`config.mk`:
```
export PLATFORM = sky130hd
export DESIGN_NAME = obstacle_scheduler_flat
export DESIGN_NICKNAME = d
export VERILOG_FILES = /design/src/rtl/obstacle_scheduler_if.sv /design/src/rtl/obstacle_scheduler.sv /design/src/flat_wrapper.sv
export SDC_FILE = /design/constraint.sdc
export NUM_CORES = 1
export LEC_CHECK = 0
export ABC_AREA = 1
export BUFFER_PORTS_ARGS = -buffer_cell sky130_fd_sc_hd__buf_2
export CAP_MARGIN = 20
export CORE_MARGIN = 5
export CORE_UTILIZATION = 30
export CTS_CLUSTER_DIAMETER = 150
export DETAILED_ROUTE_END_ITERATION = 12
export GPL_TIMING_DRIVEN = 0
export PLACE_DENSITY = 0.49
export SYNTH_ARGS = -nofsm -noshare
export SYNTH_HDL_FRONTEND = slang
export SYNTH_SLANG_ARGS = --single-unit
```
`constraint.sdc`:
```
create_clock -name clk -period 2.4 [get_ports clk]
set_input_delay 0.12 -clock clk [delete_from_list [all_inputs] [get_ports clk]]
set_output_delay 0.12 -clock clk [all_outputs]
set_load 0.01 [all_outputs]
```
`src/rtl/obstacle_scheduler_if.sv`:
```
// Obstacle scheduler bus: game events in, slot positions/types and speed out.
// The scheduler uses the master side; the renderer/collision side uses slave.
interface obstacle_scheduler_if;
    logic [1:0] game_tick;
    logic       start_pulse;
    logic       crash;
    logic [1:0] obs_valid;
    logic [7:0] obs0_x;
    logic [7:0] obs1_x;
    logic [1:0] obs0_type;
    logic [1:0] obs1_type;
    logic [2:0] speed;
    logic       running;

    modport master (
        input  game_tick, start_pulse, crash,
        output obs_valid, obs0_x, obs1_x, obs0_type, obs1_type, speed, running
    );

    modport slave (
        output game_tick, start_pulse, crash,
        input  obs_valid, obs0_x, obs1_x, obs0_type, obs1_type, speed, running
    );
endinterface

```
`src/rtl/obstacle_scheduler.sv`:
```
// Two-slot obstacle sequencer for the dino game: LFSR-driven spawning with a
// minimum gap, per-frame scrolling, and a speed ramp tied to elapsed run time.
module obstacle_scheduler #(
    parameter logic [7:0] X_START    = 8'd160,
    parameter logic [7:0] MIN_GAP    = 8'd48,
    parameter logic [9:0] SPEED_STEP = 10'd512,
    parameter logic [2:0] MAX_SPEED  = 3'd4,
    parameter logic [7:0] LFSR_SEED  = 8'hA5
) (
    input  logic                 clk,
    input  logic                 rst_n,
    obstacle_scheduler_if.master bus
);

    typedef enum logic [1:0] {IDLE, RUN, FROZEN} state_t;

    state_t          state_q, state_d;
    logic [1:0]      valid_q, valid_d;
    logic [1:0][7:0] x_q, x_d;
    logic [1:0][1:0] type_q, type_d;
    logic [2:0]      speed_q, speed_d;
    logic [7:0]      lfsr_q, lfsr_d;
    logic [7:0]      gap_q, gap_d;
    logic [9:0]      tick_cnt_q, tick_cnt_d;
    logic [8:0]      gap_sum;
    logic            spawn_slot;
    logic            tick;
    logic            unused_half_tick;

    assign tick             = bus.game_tick[0];
    assign unused_half_tick = bus.game_tick[1];

    always_comb begin
        state_d    = state_q;
        valid_d    = valid_q;
        x_d        = x_q;
        type_d     = type_q;
        speed_d    = speed_q;
        gap_d      = gap_q;
        tick_cnt_d = tick_cnt_q;
        spawn_slot = 1'b0;
        gap_sum    = {1'b0, gap_q} + {6'd0, speed_q};
        // The LFSR free-runs on frame ticks in every state so idle time adds entropy.
        lfsr_d     = tick ? {lfsr_q[6:0], lfsr_q[7] ^ lfsr_q[5] ^ lfsr_q[4] ^ lfsr_q[3]}
                          : lfsr_q;

        case (state_q)
            IDLE: begin
                valid_d    = '0;
                x_d        = '0;
                type_d     = '0;
                speed_d    = 3'd1;
                gap_d      = '0;
                tick_cnt_d = '0;
                if (bus.start_pulse) state_d = RUN;
            end
            RUN: begin
                if (bus.crash) begin
                    state_d = FROZEN;
                end else if (tick) begin
                    for (int i = 0; i < 2; i++) begin
                        if (valid_q[i]) begin
                            if (x_q[i] >= {5'd0, speed_q}) begin
                                x_d[i] = x_q[i] - {5'd0, speed_q};
                            end else begin
                                valid_d[i] = 1'b0;
                                x_d[i]     = '0;
                            end
                        end
                    end
                    gap_d = gap_sum[8] ? 8'hFF : gap_sum[7:0];
                    // Free slots are judged on valid_q, so a slot expiring this tick waits a tick.
                    if (gap_q >= MIN_GAP && lfsr_q[1:0] == 2'b00 && valid_q != 2'b11) begin
                        spawn_slot         = valid_q[0];
                        valid_d[spawn_slot] = 1'b1;
                        x_d[spawn_slot]     = X_START;
                        type_d[spawn_slot]  = lfsr_q[3:2];
                        gap_d               = '0;
                    end
                    if (tick_cnt_q == SPEED_STEP - 10'd1) begin
                        tick_cnt_d = '0;
                        if (speed_q < MAX_SPEED) speed_d = speed_q + 3'd1;
                    end else begin
                        tick_cnt_d = tick_cnt_q + 10'd1;
                    end
                end
            end
            FROZEN: begin
                if (bus.start_pulse) begin
                    valid_d    = '0;
                    x_d        = '0;
                    type_d     = '0;
                    speed_d    = 3'd1;
                    gap_d      = '0;
                    tick_cnt_d = '0;
                    state_d    = RUN;
                end
            end
            default: state_d = IDLE;
        endcase
    end

    always_ff @(posedge clk) begin
        if (!rst_n) begin
            state_q    <= IDLE;
            valid_q    <= '0;
            x_q        <= '0;
            type_q     <= '0;
            speed_q    <= 3'd1;
            lfsr_q     <= LFSR_SEED;
            gap_q      <= '0;
            tick_cnt_q <= '0;
        end else begin
            state_q    <= state_d;
            valid_q    <= valid_d;
            x_q        <= x_d;
            type_q     <= type_d;
            speed_q    <= speed_d;
            lfsr_q     <= lfsr_d;
            gap_q      <= gap_d;
            tick_cnt_q <= tick_cnt_d;
        end
    end

    assign bus.obs_valid = valid_q;
    assign bus.obs0_x    = x_q[0];
    assign bus.obs1_x    = x_q[1];
    assign bus.obs0_type = type_q[0];
    assign bus.obs1_type = type_q[1];
    assign bus.speed     = speed_q;
    assign bus.running   = (state_q == RUN);

endmodule

```
`src/flat_wrapper.sv`:
```
// flat-port wrapper written by rule: the top's interface ports become plain ports
module obstacle_scheduler_flat 
#(
    parameter logic [7:0] X_START    = 8'd160,
    parameter logic [7:0] MIN_GAP    = 8'd48,
    parameter logic [9:0] SPEED_STEP = 10'd512,
    parameter logic [2:0] MAX_SPEED  = 3'd4,
    parameter logic [7:0] LFSR_SEED  = 8'hA5
)
  (clk, rst_n, bus_game_tick, bus_start_pulse, bus_crash, bus_obs_valid, bus_obs0_x, bus_obs1_x, bus_obs0_type, bus_obs1_type, bus_speed, bus_running);
  obstacle_scheduler_if bus_i ();
  input  logic clk;
  input  logic rst_n;
  input wire logic [$bits(bus_i.game_tick)-1:0] bus_game_tick;
  input wire logic [$bits(bus_i.start_pulse)-1:0] bus_start_pulse;
  input wire logic [$bits(bus_i.crash)-1:0] bus_crash;
  output wire logic [$bits(bus_i.obs_valid)-1:0] bus_obs_valid;
  output wire logic [$bits(bus_i.obs0_x)-1:0] bus_obs0_x;
  output wire logic [$bits(bus_i.obs1_x)-1:0] bus_obs1_x;
  output wire logic [$bits(bus_i.obs0_type)-1:0] bus_obs0_type;
  output wire logic [$bits(bus_i.obs1_type)-1:0] bus_obs1_type;
  output wire logic [$bits(bus_i.speed)-1:0] bus_speed;
  output wire logic [$bits(bus_i.running)-1:0] bus_running;
  assign bus_i.game_tick = bus_game_tick;
  assign bus_i.start_pulse = bus_start_pulse;
  assign bus_i.crash = bus_crash;
  assign bus_obs_valid = bus_i.obs_valid;
  assign bus_obs0_x = bus_i.obs0_x;
  assign bus_obs1_x = bus_i.obs1_x;
  assign bus_obs0_type = bus_i.obs0_type;
  assign bus_obs1_type = bus_i.obs1_type;
  assign bus_speed = bus_i.speed;
  assign bus_running = bus_i.running;
  obstacle_scheduler #(.X_START(X_START), .MIN_GAP(MIN_GAP), .SPEED_STEP(SPEED_STEP), .MAX_SPEED(MAX_SPEED), .LFSR_SEED(LFSR_SEED)) u_core (.clk(clk), .rst_n(rst_n), .bus(bus_i));
endmodule
```
**Word-level counts from Yosys, hierarchy flattened**

Index checks and enable logic that the tools add are counted.

- Bits in registers: 53
- Bits of input ports: 6
- Output and inout port bits: 26
- Word-level logic and storage cells: 113

- $add $sub $neg: 5
- $lt $le $gt $ge: 6
- Eq/ne operators: 12
- Multiplexer cells: 62
- Bitwise gates (word level): 7
- Reductions and logical operators: 11

Operators by type and width:

| operator | number |
|---|---|
| 8-bit two-way mux | 16 |
| 16-bit two-way mux | 4 |
| 16-bit case mux with 3 select lines | 1 |
| 10-bit two-way mux | 4 |
| 10-bit case mux with 3 select lines | 1 |
| 8-bit case mux with 3 select lines | 1 |
| 8-bit by 3-bit >= comparator with 1-bit output | 2 |
| 4-bit two-way mux | 4 |
| 8-bit by 3-bit subtractor with 8-bit output | 2 |
| 3-bit two-way mux | 5 |
| 2-bit two-way mux | 7 |
| 12-bit bitwise AND | 1 |
| 12-bit NOT | 1 |
| 4-bit case mux with 3 select lines | 1 |
| 1-bit two-way mux | 11 |
| 10-bit by 1-bit adder with 10-bit output (second input constant) | 1 |
| 10-bit by 9-bit == test with 1-bit output (second input constant) | 1 |
| 2-bit inequality test (second input constant) | 5 |
| 8-bit by 3-bit adder with 9-bit output | 1 |
| 3-bit case mux with 3 select lines | 1 |
| 8-bit demux with 1-bit select | 1 |
| 8-bit by 6-bit >= comparator with 1-bit output (second input constant) | 1 |
| 2-bit by 1-bit inequality test with 1-bit output (second input constant) | 4 |
| 2-bit case mux with 3 select lines | 1 |
| 21 further kinds | 26 |

**Longest topological paths before layout**

Gate-level depths: netlist (run 1).

- Depth after elaboration: 11
- Gate-level depth with buffers: 14
- Mapped depth without buffers: 14

**Worst setup path before layout (run 1)**

OpenSTA, ideal clock, no wires.

- Kind: register -> register
- From: register u_core.speed_q[0] (netlist: u_core.bus.speed[0])
- To: register u_core.gap_q[5]
- Arrival: 1.939 ns
- Required time: 2.330 ns
- Slack: 0.390 ns
- Cell stages (with the launch flop): 13
- Buffers on the path: 0
- Path through: dfxtp_1 -> ha_1 -> inv_1 -> fa_1 -> inv_1 -> nand2_1 -> a21oi_1 -> nand3_1 -> inv_1 -> nor2_1 -> nand2_1 -> nand2_1 -> a21oi_1

- Word-level cells in the longest chain between the ends: 6

RTL lines:

| what | RTL line | RTL |
|---|---|---|
| start, declared | obstacle_scheduler.sv:21 | `logic [2:0] speed_q, speed_d;` |
| start signal, assigned | obstacle_scheduler.sv:118 | `speed_q <= speed_d;` |
| 8-bit by 3-bit adder with 9-bit output | obstacle_scheduler.sv:42 | `gap_sum = {1'b0, gap_q} + {6'd0, speed_q};` |
| 8-bit two-way mux | obstacle_scheduler.sv:71 | `gap_d = gap_sum[8] ? 8'hFF : gap_sum[7:0];` |
| 8-bit two-way mux | obstacle_scheduler.sv:73 | `if (gap_q >= MIN_GAP && lfsr_q[1:0] == 2'b00 && valid_q != 2'b11) begin` |
| 8-bit two-way mux | obstacle_scheduler.sv:60 | `end else if (tick) begin` |
| 8-bit two-way mux | obstacle_scheduler.sv:58 | `if (bus.crash) begin` |
| 8-bit case mux with 3 select lines | obstacle_scheduler.sv:47 | `case (state_q)` |
| end signal, assigned | obstacle_scheduler.sv:120 | `gap_q <= gap_d;` |
| end, declared | obstacle_scheduler.sv:23 | `logic [7:0] gap_q, gap_d;` |

No other way between the ends. The select of a mux whose other input is x is not followed.
A chain may end at the register's enable or synchronous reset.

**Worst setup path in the final report (run 1)**

Ends and elaborated chain as after synthesis.

==> results of run 1 <==
-- final timing paths --
path                                             end  slack, ns  cells after the start                  from
worst min register to register  u_core.tick_cnt_q[7]       0.47                      2  u_core.tick_cnt_q[7]
worst max-delay path                 u_core.gap_q[5]       0.25                     12   u_core.bus.speed[0]
worst min-delay path               u_core.state_q[0]       0.08                      3       bus_start_pulse
worst max register to register       u_core.gap_q[5]       0.25                     12   u_core.bus.speed[0]
-- layer usage --
layer	vias up	track usage	routed length, um
li1	1569	-	-
met2	40	0.225	3790
met3	7	0.0278	239
met5	-	0	0
met1	1377	0.182	4130
met4	0	0.0284	60
-- metrics by stage --
stage | hold slack [ns] | cell area (um^2) | setup slack (ns) | total power, mW
3_3_place_gp | 0.403 | 3390 | 0.0238 | 1.18
4_1_cts | 0.0568 | 3480 | 0.123 | 1.73
2_1_floorplan | 0.269 | 3070 | 0.390 | 1.11
6_report | 0.0772 | 3490 | 0.251 | 1.70
3_5_place_dp | 0.411 | 3390 | 0.0207 | 1.19
5_1_grt | 0.0611 | 3490 | 0.0426 | 1.80
-- where the power goes --
| part | leakage (nW) | internal, mW | switching [mW] |
|---|---|---|---|
| registers | 0.431 | 0.904 | 0.0210 |
| logic | 1.13 | 0.0817 | 0.156 |
| clock network | 0.0445 | 0.208 | 0.329 |
| total | 1.60 | 1.19 | 0.506 |
-- cell usage after synthesis (2+ instances only) --
library cell | count | share of area
nor3_1 | 5 | 0.0081
dfxtp_1 | 53 | 0.35
nand2_2 | 3 | 0.0061
buf_6 | 3 | 0.011
nand2_1 | 138 | 0.17
or2_2 | 3 | 0.0061
xnor2_1 | 3 | 0.0085
clkbuf_1 | 7 | 0.0085
nor2_2 | 2 | 0.0041
ha_1 | 11 | 0.045
a21oi_1 | 45 | 0.073
xor2_1 | 5 | 0.014
inv_2 | 3 | 0.0037
nand3_1 | 34 | 0.055
fa_1 | 3 | 0.020
nor2_4 | 2 | 0.0073
o21ai_0 | 20 | 0.033
o21ai_1 | 6 | 0.0098
nand4_1 | 6 | 0.012
inv_1 | 55 | 0.067
nor2_1 | 52 | 0.063
-- kinds of logic after synthesis --
kind of cell    Yosys count  share of synthesized area
simple gates            249                      0.345
flops                    53                      0.345
xor+xnor                  8                     0.0228
buf+inv                  71                     0.0956
compound gates           76                      0.127
fa+ha+maj                14                     0.0643
-- registers in the layout, summed over array words and instances, names as in the netlist --
signal / flops
u_core.gap_q: 8
u_core.bus.obs1_type: 2
u_core.bus.obs1_x: 8
u_core.tick_cnt_q: 10
u_core.bus.obs0_x: 8
u_core.state_q: 2
u_core.lfsr_q: 8
u_core.bus.obs0_type: 2
u_core.bus.speed: 3
u_core.bus.obs_valid: 2
-- area by class of cell --
| class | instances | area, um^2 | area share |
|---|---|---|---|
| plain buffers | 12 | 72.6 | 0.0208 |
| clock inverters | 3 | 21.3 | 0.00610 |
| inverters | 59 | 221 | 0.0635 |
| flip-flops and latches | 53 | 1060 | 0.305 |
| repair buffers | 29 | 145 | 0.0416 |
| multi-input cells | 347 | 1720 | 0.494 |
| well taps | 136 | 170 | 0.0488 |
| clock buffers | 5 | 68.8 | 0.0197 |
-- what timing repair did --
action,CTS,global route
pin swaps,0,0
resized for setup,2,1
endpoints found under the setup margin,1,3
setup buffers,0,0
-- worst max-delay path, delay by kind of cell, from the launching register on --
kind / cells / cell delay (ns)
AO/OA/AOI/OAI: 2 / 0.34
adder cells (fa/ha/maj): 2 / 0.58
buffers and inverters: 3 / 0.29
flip-flops: 1 / 0.45
AND/OR/NAND/NOR: 5 / 0.42
==> impl_metrics.csv, run 1 <==
group,metric,value,unit
power_and_ir_drop,ir_worst_vdd,0.269,mV
routing,avgViaCountPerCell,4.65,
clock_network,clock_path_buffers,2,
placed_design,port_buffers,29,
yosys,async_flop_share,0,
routing,routedWlPerCell,12.8,um
setup_path,start_kind,"register",
yosys,ys_types,33,
finish,nets,527,
job,cap_violations,0,
grt,grt_pass1_vias,2852,
yosys,synth-edff-count,0,
finish,finalNonFillerCells,644,
sta,hold_violations,0,
setup_path,crit_fanout,7,
setup_path,path_cells,"ha_1 -> inv_1 -> fa_1 -> inv_1 -> nand2_1 -> a21oi_2 -> nand3_1 -> inv_1 -> nor2_1 -> nand2_1 -> nand2_1 -> a21oi_1",
die,dieArea,0.0124,mm^2
clock_network,ctsHoldBuffers,0,
sta,clock_skew,0.00831,ns
finish,final_common_cell,"nand2_1",
clock_network,cts_tree,"built",
finish,fin_util,0.344,
finish,diodes,0,
setup_path,path_class,"register to register",
placed_design,dp_hpwl,6140,um
status,outcome,"complete, no violations",
grt,antenna_found_initial,0,
yosys,syn_avg_cell_area,6.53,um^2
finish,syn_to_final_growth,13.4,%
setup_path,cpMaxStageDelayCell,"dfxtp_2",
placed_design,globalplace.congestion,0.845,
yosys,ys_warn_count,0,
sta,period_needed,2.15,ns
grt,grt.total_usage,0.135,
grt,grt_pass1_wl,13900,um
finish,final_cell_mix,"nand2_1, inv_1, nor2_1, dfxtp_1, a21oi_1",
die,start_util,0.303,
yosys,syn_nets,491,
routing,drtIter0Drc,142,
clock_network,clkTransAtPathRegs,0.11,ns
sta,slew_headroom,0.574,
die,ios,32,
clock_network,clock-sinks,53,
setup_path,cp-end-kind,"register",
sta,setup_viol,0,
die,core_area,0.0101,mm^2
yosys,synth_ff_type,"dfxtp_1",
grt,grt_overflow,0,
die,row_count,37,
setup_path,crit_arrival,2.39,ns
yosys,syn_area,0.00307,mm^2
clock_network,cts_buffers,5,
placed_design,dp.cells,636,
min_path,holdCritPathClass,"input port to register",
grt,grt_start_max_net_pins,18,
routing,dr.pass1.iters,4,
finish,nFillCells,1152,
sta,fin_tns_setup,0,ns
die,die_y,111,um
yosys,synth_cells,471,
clock_network,cts-root-buf,"clkbuf_8",
sta,rsz0062_at_grt,"no",
sta,clock.fmax,465,MHz
power_and_ir_drop,p_per_area,488,mW/mm^2
yosys,yosysSeqAreaShare,0.345,
clock_network,cts_max_level,2,
sta,maxSlewViolCount,0,
sta,worst_pin_slew,0.639,ns
routing,wl,8220,um
clock_network,clock_latency,0.31,ns
sta,fin_crit_sh,0.895,
routing,antenna_left,0,
die,die_w,111,um
power_and_ir_drop,power.leakage,1.60,nW
routing,vias,2993,
yosys,ys_seq_elements,53,
finish,drive_gt1_frac,0.118,
setup_path,cp.required,2.64,ns
setup_path,slowest_delay,0.45,ns
routing,drc,0,
Power figures use the tool's default switching activity.
==> run 2, diff against run 1 <==
Settings changed: PLACE_DENSITY 0.49 to not set.
==> run 2 against run 1 <==
  * Wire length fell by 6.9%
  * Count of clock-buffer cells in the layout rose by 2
  * First-iteration DRC count fell by 32%
==> impl_metrics.csv, run 2 (synthesis gave the netlist of run 1 again) <==
group,metric,value,unit
status,outcome,"complete, no violations",
clock_network,cts_max_level,2,
finish,final_cell_mix,"nand2_1, inv_1, nor2_1, dfxtp_1, a21oi_1",
finish,final_common_cell,"nand2_1",
setup_path,cp-end-kind,"register",
sta,hold_violations,0,
sta,hold_slack,0.0885,ns
sta,clock_skew,0.00826,ns
routing,drc,0,
sta,worst_pin_slew,0.607,ns
die,row_count,37,
sta,fin_crit_sh,0.893,
routing,dr.pass1.iters,4,
clock_network,ctsHoldBuffers,0,
finish,largest_reg_flops,10,
clock_network,cts-root-buf,"clkbuf_8",
clock_network,cts_tree,"built",
sta,setup_viol,0,
min_path,holdCritPathClass,"input port to register",
setup_path,crit_arrival,2.38,ns
min_path,holdPathStages,3,
sta,slew_headroom,0.595,
finish,diodes,0,
finish,nFillCells,1103,
sta,maxSlewViolCount,0,
finish,design_area,0.00350,mm^2
routing,vias,2979,
die,die_w,111,um
die,core_area,0.0101,mm^2
grt,grt_pass1_wl,13400,um
grt,antenna_found_initial,0,
clock_network,cts_buffers,5,
routing,wl,7650,um
finish,syn_to_final_growth,13.8,%
grt,grt.total_usage,0.129,
routing,drtIter0Drc,97,
setup_path,cp.required,2.64,ns
grt,grt_overflow,0,
die,ios,32,
finish,regMostFlops,"u_core.tick_cnt_q",
finish,nets,527,
setup_path,slowest_delay,0.44,ns
setup_path,path_class,"register to register",
setup_path,critical-path-top-delay-family,"adder cells",
routing,antenna_left,0,
routing,avgViaCountPerCell,4.63,
placed_design,port_buffers,29,
die,die_y,111,um
sta,rsz0062_at_grt,"no",
grt,grt_start_max_net_pins,16,
grt,grt_pass1_vias,2852,
finish,drive_gt1_frac,0.118,
sta,fin_tns_setup,0,ns
setup_path,r2r_cells,12,
power_and_ir_drop,ir_worst_vdd,0.253,mV
clock_network,clock-sinks,53,
setup_path,path_buf_inv,3,
routing,routedWlPerCell,11.9,um
power_and_ir_drop,power.leakage,1.61,nW
sta,clock.fmax,467,MHz
setup_path,start_kind,"register",
placed_design,globalplace.congestion,0.863,
clock_network,clkTransAtPathRegs,0.09,ns
setup_path,cpMaxStageDelayCell,"dfxtp_2",
power_and_ir_drop,p_per_area,492,mW/mm^2
setup_path,cp.depth,12,
sta,period_needed,2.14,ns
die,dieArea,0.0124,mm^2
clock_network,clock_latency,0.31,ns
setup_path,path_cells,"ha_1 -> inv_1 -> fa_1 -> inv_1 -> nand2_1 -> a21oi_2 -> nand3_1 -> inv_1 -> nor2_1 -> nand2_1 -> nand2_1 -> a21oi_1",
placed_design,dpl_cell_area,0.00339,mm^2
die,start_util,0.303,
setup_path,crit_fanout,7,
job,cap_violations,0,
clock_network,clock_path_buffers,2,
placed_design,dp_hpwl,5900,um
==> run 2: worst reg2reg max path, cell delays in order (launching register included) <==
cell and delay [ns]:
dfxtp_2 0.44, ha_1 0.23, inv_1 0.07, fa_1 0.36, inv_1 0.08, nand2_1 0.08, a21oi_2 0.23, nand3_1 0.20
inv_1 0.15, nor2_1 0.05, nand2_1 0.05, nand2_1 0.04, a21oi_1 0.12
==> run 2: area by class of cell <==
type	instances	area [um^2]	area share
clock inverter	1	5.00	0.00143
clock buffer	7	96.3	0.0275
sequential	53	1060	0.304
buffer	12	72.6	0.0208
multi-input combinational	347	1720	0.493
tap	136	170	0.0487
inverter	59	221	0.0633
timing repair buffer	29	145	0.0415
==> run 2: metrics by stage <==
step	util	total power [mW]	setup WS, ns	instances
after floorplan	-	1.11	0.390	471
after global placement	0.334	1.18	0.0440	636
after detailed placement	0.334	1.18	0.0198	636
final	0.345	1.72	0.258	644
after global routing	0.345	1.82	0.0145	644
after CTS	0.344	1.74	0.00623	644
==> run 2: power breakdown <==
group          switching [mW]  internal (mW)  leakage, nW  total (mW)
Combinational           0.153         0.0816         1.13       0.234
Clock                   0.298          0.262       0.0542       0.559
Sequential             0.0223          0.903        0.431       0.926
Total                   0.473           1.25         1.61        1.72
==> run 2: timing repair <==
item / CTS / global route
cloned: 0 / 0
setup buffers: 0 / 0
setup endpoints to repair: 1 / 6
gates resized for setup: 1 / 2
==> run 2: path summary, 6_finish.rpt <==
kind / to / start / slack (ns)
min: u_core.state_q[0] / bus_start_pulse / 0.09
min reg2reg: u_core.tick_cnt_q[7] / u_core.tick_cnt_q[7] / 0.46
max: u_core.gap_q[5] / u_core.bus.speed[0] / 0.26
max reg2reg: u_core.gap_q[5] / u_core.bus.speed[0] / 0.26
==> run 2: layer usage <==
layer / vias to the layer above / track usage / share of wire
li1: 1563 / - / -
met1: 1362 / 0.170 / 0.47
met2: 47 / 0.218 / 0.48
met3: 7 / 0.0251 / 0.043
met4: 0 / 0.0260 / 0.010
met5: - / 0 / 0
